File: config.mk
export PLATFORM = sky130hd
export DESIGN_NAME = team_06_tremelo_demod
export DESIGN_NICKNAME = d
export VERILOG_FILES = /design/src/rtl/team_06_tremelo_demod.sv
export SDC_FILE = /design/constraint.sdc
export NUM_CORES = 1
export LEC_CHECK = 0
export BUFFER_PORTS_ARGS = -buffer_cell sky130_fd_sc_hd__buf_2
export CAP_MARGIN = 15
export CORE_UTILIZATION = 25
export DETAILED_ROUTE_END_ITERATION = 8
export MAX_ROUTING_LAYER = met4
export SLEW_MARGIN = 20
export SYNTH_ARGS = -nofsm -noshare
export SYNTH_HDL_FRONTEND = slang
export SYNTH_SLANG_ARGS = --single-unit
File: constraint.sdc
create_clock -name clkdiv -period 4 [get_ports clkdiv]
set_input_delay 0.4 -clock clkdiv [delete_from_list [all_inputs] [get_ports clkdiv]]
set_output_delay 0.4 -clock clkdiv [all_outputs]
set_load 0.005 [all_outputs]
File: src/rtl/team_06_tremelo_demod.sv
// Tremolo demodulator / level restorer.
// Tracks an attack/release envelope and rescales each sample to TARGET.
module team_06_tremelo_demod #(
  parameter logic [7:0]  TARGET        = 8'd200,
  parameter int unsigned ATTACK_SHIFT  = 2,
  parameter int unsigned RELEASE_SHIFT = 5
) (
  input  logic       clkdiv,
  input  logic       rst,
  input  logic       en,
  input  logic       sample_valid,
  input  logic [7:0] audio_in,
  output logic [7:0] audio_out,
  output logic       out_valid,
  output logic [7:0] envelope,
  output logic       busy
);

  typedef enum logic [1:0] {
    IDLE,
    ENV,
    DIV,
    DONE
  } state_t;

  state_t      state_q, state_d;
  logic [7:0]  sample_q, sample_d;
  logic [7:0]  env_q, env_d;
  logic [7:0]  rem_q, rem_d;
  logic [15:0] quo_q, quo_d;
  logic [7:0]  div_q, div_d;
  logic [3:0]  cnt_q, cnt_d;
  logic [7:0]  out_q, out_d;
  logic        ov_q, ov_d;

  logic [7:0]  env_next;
  logic [7:0]  diff;
  logic [7:0]  step;
  logic [8:0]  trial;
  logic        qbit;

  // Envelope step: shifted difference, never less than 1, never past the sample.
  always_comb begin
    env_next = env_q;
    diff     = 8'd0;
    step     = 8'd0;
    if (sample_q > env_q) begin
      diff     = sample_q - env_q;
      step     = diff >> ATTACK_SHIFT;
      if (step == 8'd0) step = 8'd1;
      env_next = env_q + step;
    end else if (sample_q < env_q) begin
      diff     = env_q - sample_q;
      step     = diff >> RELEASE_SHIFT;
      if (step == 8'd0) step = 8'd1;
      env_next = env_q - step;
    end
  end

  // Next-state, envelope update and restoring-divider datapath.
  always_comb begin
    state_d  = state_q;
    sample_d = sample_q;
    env_d    = env_q;
    rem_d    = rem_q;
    quo_d    = quo_q;
    div_d    = div_q;
    cnt_d    = cnt_q;
    out_d    = out_q;
    ov_d     = 1'b0;
    trial    = {rem_q, quo_q[15]};
    qbit     = (trial >= {1'b0, div_q});
    unique case (state_q)
      IDLE: begin
        if (sample_valid) begin
          if (en) begin
            sample_d = audio_in;
            state_d  = ENV;
          end else begin
            out_d = audio_in;
            ov_d  = 1'b1;
          end
        end
      end
      ENV: begin
        env_d   = env_next;
        quo_d   = {8'd0, TARGET} * {8'd0, sample_q};
        rem_d   = 8'd0;
        div_d   = env_next;
        cnt_d   = 4'd0;
        state_d = DIV;
      end
      DIV: begin
        if (qbit) begin
          rem_d = 8'(trial - {1'b0, div_q});
        end else begin
          rem_d = trial[7:0];
        end
        quo_d = {quo_q[14:0], qbit};
        cnt_d = cnt_q + 4'd1;
        if (cnt_q == 4'd15) begin
          state_d = DONE;
          ov_d    = 1'b1;
          if (div_q == 8'd0) begin
            out_d = 8'd0;
          end else if (quo_d[15:8] != 8'd0) begin
            out_d = 8'd255;
          end else begin
            out_d = quo_d[7:0];
          end
        end
      end
      DONE: begin
        state_d = IDLE;
      end
      default: state_d = IDLE;
    endcase
  end

  // State registers with synchronous active-low reset.
  always_ff @(posedge clkdiv) begin
    if (!rst) begin
      state_q  <= IDLE;
      sample_q <= 8'd0;
      env_q    <= 8'd0;
      rem_q    <= 8'd0;
      quo_q    <= 16'd0;
      div_q    <= 8'd0;
      cnt_q    <= 4'd0;
      out_q    <= 8'd0;
      ov_q     <= 1'b0;
    end else begin
      state_q  <= state_d;
      sample_q <= sample_d;
      env_q    <= env_d;
      rem_q    <= rem_d;
      quo_q    <= quo_d;
      div_q    <= div_d;
      cnt_q    <= cnt_d;
      out_q    <= out_d;
      ov_q     <= ov_d;
    end
  end

  assign audio_out = out_q;
  assign out_valid = ov_q;
  assign envelope  = env_q;
  assign busy      = (state_q != IDLE);

endmodule

---- Word-level counts from Yosys, hierarchy flattened ----
Cells that the tools add are included.
storage, ports and cells
  flip-flop bits (word level) ............. 55
operators by class
  add/sub/neg operators ................... 6
  order comparisons ....................... 3
  $mul .................................... 1
  multiplexer cells ....................... 25
  eq/ne operators ......................... 8
  reductions and logical operators ........ 13
operators by type and width
  operator                                                            number
  8-bit 2-to-1 mux                                                    11
  16-bit case mux with 2 select lines                                 1
  8-bit case mux with 2 select lines                                  2
  8-bit subtractor                                                    4
  8-bit zero test                                                     3
  5-bit by 8-bit multiplier with 13-bit output, first input constant  1
  9-bit by 8-bit greater-or-equal comparator with 1-bit output        1
  8-bit adder                                                         1
  8-bit > comparator                                                  1
  8-bit < comparator                                                  1
  2-bit != test, second input constant                                4
  2-bit case mux with 4 select lines                                  1
  4-bit case mux with 2 select lines                                  1
  2-bit nonzero test                                                  4
  8-bit nonzero test                                                  1
  2-bit 2-to-1 mux                                                    3
  6-bit 2-to-1 mux                                                    1
  3-bit AND reduction                                                 2
  4-bit by 1-bit adder with 4-bit output, second input constant       1
  2-bit equality test, second input constant                          2
  4-bit equality test, second input constant                          1
  4-bit AND reduction                                                 1
  1-bit 2-to-1 mux                                                    3
  3-bit 2-to-1 mux                                                    1
  4 further kinds                                                     4

---- Longest topological paths before layout ----
  depth in word-level cells ............... 8
  depth in mapped cells ................... 20
  depth with buffers taken out ............ 19

---- Worst setup path after synthesis ----
Ideal clock, no wire load.
  path type ............................... register -> register
  start ................................... register div_q[3] (netlist name)
  end ..................................... register div_q[7]
  setup slack ............................. -123 ps
  arrival ................................. 4065 ps
  period minus slack after synthesis ...... 4123 ps
  stages on the path, launching flop included .. 20
  required time ........................... 3942 ps
  library setup time ...................... 58 ps
  path through ............................ dfxtp_1 > inv_1 > ha_1 > buf_2 > or3b_1 > a2111oi_0 > o21ai_0 > a21boi_1 > nor2b_1 > nor2_1 > ha_1 > xnor2_1 > xnor2_1 > mux2i_1 > ha_1 > o2111ai_1 > a31o_2 > or3_1 > a211o_1 > nand2_1
RTL lines
  item                    line  RTL
  end signal: assignment  138   div_q <= div_d;
  end: declaration        31    logic [7:0] div_q, div_d;

==> reports/metrics.csv <==
stage,metric,value,unit
floorplan,core_area,0.0174,sq mm
logic_synthesis,synthFlopType,dfxtp_1,
sta,post-route-worst-setup-slack,118,ps
cells_and_area,mostFrequentLayoutCell,ha_1,
power_and_ir_drop,p_leak,2.45,nW
logic_synthesis,synth_edf_count,0,
power_and_ir_drop,pwr-share-seq,18.8,%
placed_design,dpl_cell_area,0.00513,sq mm
route,firstDrtPassIters,4,
placed_design,port-buffer-count,29,
global_route,grt_max_degree,43,
worst_setup_path,start_kind,flop,
worst_setup_path,crit_top_cell,ha_2,
logic_synthesis,synth_seq_area_share,24.5,%
sta,skew,5.58,ps
power_and_ir_drop,p_clk_share,12.4,%
sta,post-route-min-period,3880,ps
floorplan,die_w,136,microns
worst_setup_path,critical_path.cell_chain,inv_1 > ha_2 > inv_1 > a221o_1 > a211oi_2 > a21boi_1 > nor2b_4 > nor2_1 > ha_2 > xnor2_2 > xnor2_1 > mux2i_1 > ha_2 > o2111ai_2 > a31o_2 > or3_4 > a211o_1 > nand2_1,
placed_design,gp_congestion,0.852,
logic_synthesis,syn_nets,630,
power_and_ir_drop,switching_share,45.0,%
logic_synthesis,synth.avg_cell_area,8.17,sq um
global_route,grt.overflow.total,0,
floorplan,dieArea,0.0185,sq mm
route,routed_wirelength,11.8,mm
min_path,hold_class,primary input to flop,
cells_and_area,num_antenna_cells,0,
clock_network,cts_hold_buf,0,
cells_and_area,final_core_util,31.1,%
route,avgViaCountPerCell,4.73,
logic_synthesis,yosysUniqueCellTypes,58,
power_and_ir_drop,switching_power,1.79,mW
logic_synthesis,postSynthCellCount,549,
route,ant_nets,0,
global_route,grt_pass1_vias,3752,
worst_setup_path,cp.required,4250,ps
route,wl_per_cell,14.2,microns
clock_network,cts_root_buf,clkbuf_16,
global_route,antenna_found_initial,0,
clock_network,clk_pin_slew,80,ps
global_route,track_usage,13.4,%
worst_setup_path,max_stage_delay,390,ps
route,drt-initial-drc-count,199,
floorplan,rows,48,
sta,fin_crit_sh,97.0,%
floorplan,die_height,136,microns
power_and_ir_drop,pwr_density_cell,737,mW/mm^2
flow_run,drv_cap,0,
clock_network,numCtsBuffers,5,
worst_setup_path,worst_path_max_delay_cell,ha_2,
status,status,"finished, final reports clean",
sta,setup-violations-final,0,
clock_network,worstSkewPairLatency,300,ps
worst_setup_path,path_delay_family,compound AO/OA/AOI/OAI gates,
worst_setup_path,worstPathArrival,4130,ps
cells_and_area,areaGrowthSynthToFinish,20.7,%
cells_and_area,nets,684,
power_and_ir_drop,ir_worst_vdd,0.264,mV
global_route,grt_pass1_wl,19.1,mm
worst_setup_path,crit_path_max_fanout,7,
logic_synthesis,ys_ff_latch,55,
logic_synthesis,async_flop_share,0,%
placed_design,place_hpwl,9.14,mm
sta,rsz0062_at_grt,true,
clock_network,cts_buffer_depth,2,
worst_setup_path,cp_num_buf_inv,2,
sta,final-max-slew-violation-count,0,
sta,clock.fmax,258,MHz
power_and_ir_drop,p_comb_share,68.9,%
floorplan,io_pins,30,
clock_network,cts.sinks,55,
sta,hold_viol_final,0,
power_and_ir_drop,p_int,2.19,mW
cells_and_area,layout_common_cells,"56 x ha_1, 52 x dfxtp_1, 47 x nor2_1",
route,drc,0,
logic_synthesis,syn_area,0.00449,sq mm
placed_design,dp_slack,3.54,ps
floorplan,initial_utilization,25.8,%
clock_network,htreeDepth,2,
sta,tightest_slew,749,ps
cells_and_area,drive_gt1_share,19.4,%
sta,relSlewSlack,49.9,%
route,via_count,3919,
worst_setup_path,path_class,flop to flop,
worst_setup_path,end_kind,flop,
logic_synthesis,yosysWarnings,0,
clock_network,cts_tree,yes,
cells_and_area,fin_area,0.00541,sq mm
==> layer usage <==
metal	part of all wire, %	vias up	track usage (%)
met5	0	-	-
met4	2.0	0	3.77
met3	2.7	17	1.72
met2	46	50	22.1
met1	49	1787	17.2
li1	-	2065	-
==> repair_timing <==
item                                    in CTS  in global routing
buffers inserted                             1                  2
pin swaps                                    5                  8
endpoints found under the setup margin       1                  4
resized for setup                            1                 20
cloned                                       0                  0
==> worst min-delay path, delay by kind of cell <==
family	cells	cell delay, ps
AND/OR/NAND/NOR	1	70
multiplexers	1	60
buffers and inverters	1	100
==> power groups by stage <==
stage / clock [mW] / combinational, mW / sequential, mW
after global placement: 0 / 2.58 / 0.756
after floorplan: 0 / 1.88 / 0.763
after global routing: 0.518 / 3.05 / 0.765
after detailed placement: 0 / 2.59 / 0.757
after CTS: 0.497 / 2.65 / 0.745
final: 0.493 / 2.75 / 0.748
==> Yosys cell counts (4+ instances only) <==
library cell | instances | area (sq um)
ha_1 | 64 | 801
dfxtp_1 | 55 | 1100
nor2_1 | 47 | 176
inv_1 | 46 | 173
o21ai_0 | 45 | 225
nand2_1 | 36 | 135
a21oi_1 | 31 | 155
mux2i_1 | 26 | 260
clkbuf_1 | 16 | 60.1
nand3_1 | 15 | 75.1
xnor2_1 | 14 | 123
a211oi_1 | 11 | 82.6
xor2_1 | 11 | 96.3
a31oi_1 | 10 | 62.6
nor2b_1 | 10 | 62.6
nor3_1 | 10 | 50.1
nand4_1 | 7 | 43.8
nand2b_1 | 6 | 37.5
or3_1 | 6 | 37.5
a21o_1 | 5 | 37.5
fa_1 | 5 | 100
nor4_1 | 5 | 31.3
o21a_1 | 5 | 37.5
nand3b_1 | 4 | 30.0
o211ai_1 | 4 | 30.0
o21bai_1 | 4 | 30.0
==> worst paths after layout <==
kind	from	endpoint	slack (ps)	cells past startpoint
worst max register to register	div_q[5]	div_q[7]	120	18
worst min-delay path	audio_in[4]	sample_q[4]	360	3
worst min register to register	rem_q[1]	rem_q[1]	480	2
worst max-delay path	div_q[5]	div_q[7]	120	18
==> registers in the layout (all words and copies together), names as in the netlist <==
name and count:
state_q 2, cnt_q 4, out_valid 1, quo_q 16, div_q 8, sample_q 8
rem_q 8, audio_out 8
==> final cells by class <==
class	instances	area (sq um)
tap	225	282
timing repair buffer	69	445
clock buffer	5	125
sequential	55	1110
inverter	46	175
clock inverter	3	33.8
multi-input combinational	426	3250
fill	1868	12000
==> through the flow <==
stage	hold WS (ps)	instances	TNS, ps	total power [mW]
finish	361	829	0	3.99
global route	375	829	-90.7	4.33
CTS	377	827	0	3.89
detailed placement	469	818	0	3.35
global placement	461	818	0	3.34
floorplan	442	549	0	2.65
==> kinds of logic (layout without fill, tap and decap cells) <==
family                   Yosys count  after routing  share of synthesized area (%)
flip-flops                        55             55                           24.5
AND/OR/NAND/NOR                  157            157                           17.1
buffers and inverters             68            123                           5.80
XOR/XNOR                          25             25                           4.88
multiplexers                      29             29                           6.55
AO/OA/AOI/OAI                    146            146                           21.1
adder cells (fa/ha/maj)           69             69                           20.1
Note: power is estimated with default switching activity, not from simulation.
